`src/rtl/featuremap_conv2d_0_linebuf.sv`:
```
// rtl/featuremap_conv2d_0_linebuf.sv - two-row line buffer turning a raster pixel stream into 3-row column words
// Optional FMAP_LB_FRAME_DONE_EN adds a registered frame_done pulse after the last pixel of each frame.
module featuremap_conv2d_0_linebuf #(
  parameter int DWIDTH     = 32,
  parameter int IMG_WIDTH  = 32,
  parameter int IMG_HEIGHT = 32
) (
  input  logic                  clock,
  input  logic                  reset,
  input  logic [DWIDTH-1:0]     ff_rdata,
  output logic                  ff_rdreq,
  input  logic                  ff_empty,
  output logic [3*DWIDTH-1:0]   ff_wdata,
  output logic                  ff_wrreq,
  input  logic                  ff_full
`ifdef FMAP_LB_FRAME_DONE_EN
  ,output logic                 frame_done
`endif
);

  localparam int CW = (IMG_WIDTH > 1) ? $clog2(IMG_WIDTH) : 1;
  localparam int RW = $clog2(IMG_HEIGHT);
  localparam logic [CW-1:0] COL_LAST = CW'(IMG_WIDTH - 1);
  localparam logic [RW-1:0] ROW_LAST = RW'(IMG_HEIGHT - 1);
  localparam logic [RW-1:0] ROW_TWO  = RW'(2);

  logic [CW-1:0]     col;
  logic [RW-1:0]     row;
  logic [DWIDTH-1:0] lb0 [IMG_WIDTH];
  logic [DWIDTH-1:0] lb1 [IMG_WIDTH];

  logic stream;
  logic pop;
  logic col_last;
  logic row_last;

  // FILL/STREAM is implied by the row counter; no separate state register is kept.
  assign stream   = (row >= ROW_TWO);
  assign col_last = (col == COL_LAST);
  assign row_last = (row == ROW_LAST);

  // A full downstream FIFO only blocks pops once pops also produce pushes.
  assign pop      = !reset && !ff_empty && (!stream || !ff_full);
  assign ff_rdreq = pop;
  assign ff_wrreq = pop && stream;
  assign ff_wdata = {lb1[col], lb0[col], ff_rdata};

  always_ff @(posedge clock or posedge reset) begin
    if (reset) begin
      col <= '0;
      row <= '0;
    end else if (pop) begin
      if (col_last) begin
        col <= '0;
        row <= row_last ? '0 : row + 1'b1;
      end else begin
        col <= col + 1'b1;
      end
    end
  end

  // Line buffers carry no reset; every entry is rewritten during FILL before it is read.
  always_ff @(posedge clock) begin
    if (pop) begin
      lb1[col] <= lb0[col];
      lb0[col] <= ff_rdata;
    end
  end

`ifdef FMAP_LB_FRAME_DONE_EN
  always_ff @(posedge clock or posedge reset) begin
    if (reset) begin
      frame_done <= 1'b0;
    end else begin
      frame_done <= pop && col_last && row_last;
    end
  end
`endif

endmodule
```
`config.mk`:
```
export PLATFORM = sky130hd
export DESIGN_NAME = featuremap_conv2d_0_linebuf
export DESIGN_NICKNAME = d
export VERILOG_FILES = /design/src/rtl/featuremap_conv2d_0_linebuf.sv
export SDC_FILE = /design/constraint.sdc
export NUM_CORES = 2
export LEC_CHECK = 0
export BUFFER_PORTS_ARGS = -buffer_cell sky130_fd_sc_hd__buf_2
export CAP_MARGIN = 10
export CORE_ASPECT_RATIO = 1.2
export CORE_MARGIN = 3
export CORE_UTILIZATION = 60
export DETAILED_ROUTE_END_ITERATION = 8
export PLACE_DENSITY = 0.77
export SLEW_MARGIN = 20
export SYNTH_ARGS = -nofsm -noshare
export SYNTH_HDL_FRONTEND = slang
export SYNTH_SLANG_ARGS = --single-unit
```
`constraint.sdc`:
```
create_clock -name clock -period 12.6 [get_ports clock]
set_clock_uncertainty 0.1 [all_clocks]
set_input_delay 2.52 -clock clock [delete_from_list [all_inputs] [get_ports clock]]
set_output_delay 2.52 -clock clock [all_outputs]
set_load 0.005 [all_outputs]
```
==> metrics.md <==
| Metric | Value |
|---|---|
| Syn Inst Count | 4161 |
| Vias post-DR | 42550 |
| Startpoint types | flop |
| Total gr overflow | 0 |
| Final Net Count | 4388 |
| Cell variety after synth | 43 |
| Sink Count | 2058 |
| Syn_area_per_cell | 18.84 µm² |
| Nature of the critical path endpoint | output pin |
| Synthesis-stage register bit count | 2058 |
| Cell Pwr Density | 216.6 nW/µm² |
| Fmax | 126.0 MHz |
| Routed vias/inst | 6.885 |
| Number of global-route vias before repair | 40790 |
| Synth Warn # | 0 |
| Initial cell density of the core | 0.6077 |
| Initial DRC Count | 6426 |
| Die ar. | 135100 µm² |
| Worst Path Max Fanout | 33 |
| Multi-input logic area | 15600 µm² |
| Final Power | 18.86 mW |
| Number of synthesized flops with an enable pin | 2048 |
| Post-DP HPWL | 106.6 mm |
| Final setup margin | 4.662 ns |
| # fillers | 7939 |
| Clock buffer count from CTS | 184 |
| Status | finished, final reports clean |
| Slew @ Worst Pin | 1.316 ns |
| CTS Hold Buffers Added | 0 |
| Final ANT Viol Nets | 0 |
| Routed WL | 210.6 mm |
| Crit Path Category | reg2out |
| Area grow syn2layout | 11.07% |
| Gr usage total | 0.3111 |
| First-pass GRT wire length | 295.2 mm |
| Core area | 129000 µm² |
| Rel. slew slack | 0.1228 |
| Std-Cell Rows | 144 |
| Tcrit/Tclk final | 0.6300 |
| Min cycle time layout | 7.938 ns |
| Final core utilization | 0.6750 |
| Max-Cap Viols | 0 |
| Layout cell share with drive strength beyond 1 | 0.1298 |
| Largest net degree at the start of global routing | 147 |
| Antenna violations before repair | 7 |
| Mapped cell area | 78400 µm² |
| Clk buf depth | 3 |
| DRC viols | 0 |
| Wire length per cell | 34.07 µm |
| GP Congestion | 0.8021 |
| Max H-tree Level | 4 |
| CP arrival | 5.32 ns |
| Fin Setup TNS | 0 ns |
| Clock Root Buffer | clkbuf_16 |
| CTS tree | done |
| RSZ-0062 raised after global routing | false |
| Max Slew Vio Count | 0 |
| Async SR Flop Fraction | 0.004859 |
| LEAKAGE | 29.49 nW |
| Sequential fraction of the synthesis area | 0.7876 |
| Worst skew pair latency | 0.81 ns |
| Die Y | 402.0 µm |
| Final setup fails | 0 |
| Top FF cell, synth | edfxtp_1 |
| Die X | 336.0 µm |
| Post-CTS Setup Inserts | 0 |
| Critical path required time | 9.98 ns |
| Placed cells | 5837 |
| Top Ports | 134 |
| Hold Vio Cnt, Final | 0 |
| Post-cts repair resize count | 0 |
| Reg clk slew, reported paths | 0.06 ns |
| IO Port Bufs | 133 |
| TritonRoute pass-1 iters | 6 |
| Synth Net Count | 4205 |
| Non-filler instance count after layout | 6180 |
| Hold WC Path Type | reg2reg |
| Sequential Area | 61750 µm² |
| Peak VDD IR | 172.6 µV |
| Worst-case setup slack after placement | 5.596 ns |
## final timing paths
path | startpoint | endpoint | slack (ns) | cells past startpoint
setup / recovery | col[3] | ff_wdata[62] | 4.66 | 7
hold / removal | row[0] | row[0] | 0.48 | 1
setup reg to reg | col[0] | lb1[3][9] | 7.23 | 8
hold reg to reg | row[0] | row[0] | 0.48 | 1
max in group asynchronous | reset | col[0] | 10.34 | 2
min in group asynchronous | reset | row[4] | 1.67 | 2
## kinds of logic (layout without fill, tap and decap cells)
logic type | after synthesis | count (layout) | synth area share
and+or+nand+nor | 273 | 273 | 0.01947
muxes | 1026 | 1026 | 0.1310
xor gates and xnor gates | 1 | 1 | 0.0001117
adders and majority gates | 8 | 8 | 0.001277
other | 0 | 1 | 0
buffers and inverters | 270 | 609 | 0.01821
AOI/OAI and AO/OA | 525 | 525 | 0.04226
DFF | 2058 | 2058 | 0.7876
## cells in the final DEF (no fill, tap or decap), types with 5 or more instances in the layout
master	n
nand4bb_4	6
nor4_1	130
clkbuf_1	39
dfrtp_1	9
o22ai_1	511
bufinv_16	16
nand3_1	7
buf_2	133
clkinvlp_4	8
mux2i_1	1024
nand2_1	63
edfxtp_1	2048
inv_1	5
ha_1	8
clkinv_1	38
clkinv_2	41
buf_4	124
inv_6	5
clkbuf_16	190
nor2_1	5
nor2_4	32
## report_power, final
group	total [mW]	leakage (nW)	internal (mW)	switching (mW)
clock network	5.49	2.89	3.09	2.40
logic	4.26	7.99	1.10	3.17
registers	9.10	18.6	9.01	0.0945
## area by class of cell
type,count,area share
flip-flops and latches,2058,0.7092
diodes,1,0.00002874
inverters,5,0.0002155
repair buffers,262,0.01957
clock buffers,229,0.05628
well taps,1679,0.02412
multi-input cells,1833,0.1791
clock inverters,113,0.01147
## synth_stat cells, types with 2 or more instances
cell type | n | area share
a32oi_1 | 2 | 0.00022
buf_1 | 8 | 0.00038
and3_1 | 3 | 0.00024
or3b_2 | 2 | 0.00022
nor2_1 | 37 | 0.0018
nand2_1 | 67 | 0.0032
mux2i_1 | 1024 | 0.13
nand4bb_1 | 6 | 0.00086
nor4_1 | 130 | 0.010
ha_1 | 8 | 0.0013
dfrtp_1 | 10 | 0.0032
o21ai_0 | 3 | 0.00019
nand3_1 | 7 | 0.00045
o22ai_1 | 511 | 0.041
edfxtp_1 | 2048 | 0.78
nor4b_1 | 2 | 0.00022
nand4b_1 | 4 | 0.00045
inv_1 | 5 | 0.00024
or4b_1 | 4 | 0.00051
buf_2 | 151 | 0.0096
buf_4 | 40 | 0.0038
mux2_2 | 2 | 0.00029
buf_6 | 10 | 0.0014
nand3b_1 | 3 | 0.00029
clkbuf_1 | 56 | 0.0027
## per-stage QoR
| stage | hold WS (ns) | instance area [µm²] |
|---|---|---|
| 6_report | 0.4829 | 87080 |
| 5_1_grt | 0.5240 | 87080 |
| 4_1_cts | 0.4883 | 87070 |
| 3_5_place_dp | 0.4678 | 81170 |
| 3_3_place_gp | 0.4499 | 81140 |
| 2_1_floorplan | 0.4213 | 78400 |
## flip-flops by register name, summed over array words and instances, names as in the netlist
| signal | cells |
|---|---|
| lb0 | 1024 |
| lb1 | 1024 |
| col | 5 |
| row | 5 |
## per-layer routing
layer / track usage / up-vias / routed length, µm
met1: 0.4276 / 21440 / 74200
met2: 0.4942 / 3185 / 100300
met4: 0.1350 / 4 / 10290
met5: 0 / - / 26
met3: 0.05741 / 611 / 25780
li1: - / 17320 / -
## worst max-delay path, stage by stage (launching register included)
cell and delay (ns):
dfrtp_1 0.96, nand4bb_4 0.68, buf_4 0.45, buf_4 0.62
o22ai_1 0.23, nor4_1 0.38, nand2_1 0.77, buf_2 0.39
Note: power is estimated with default switching activity, not from simulation.
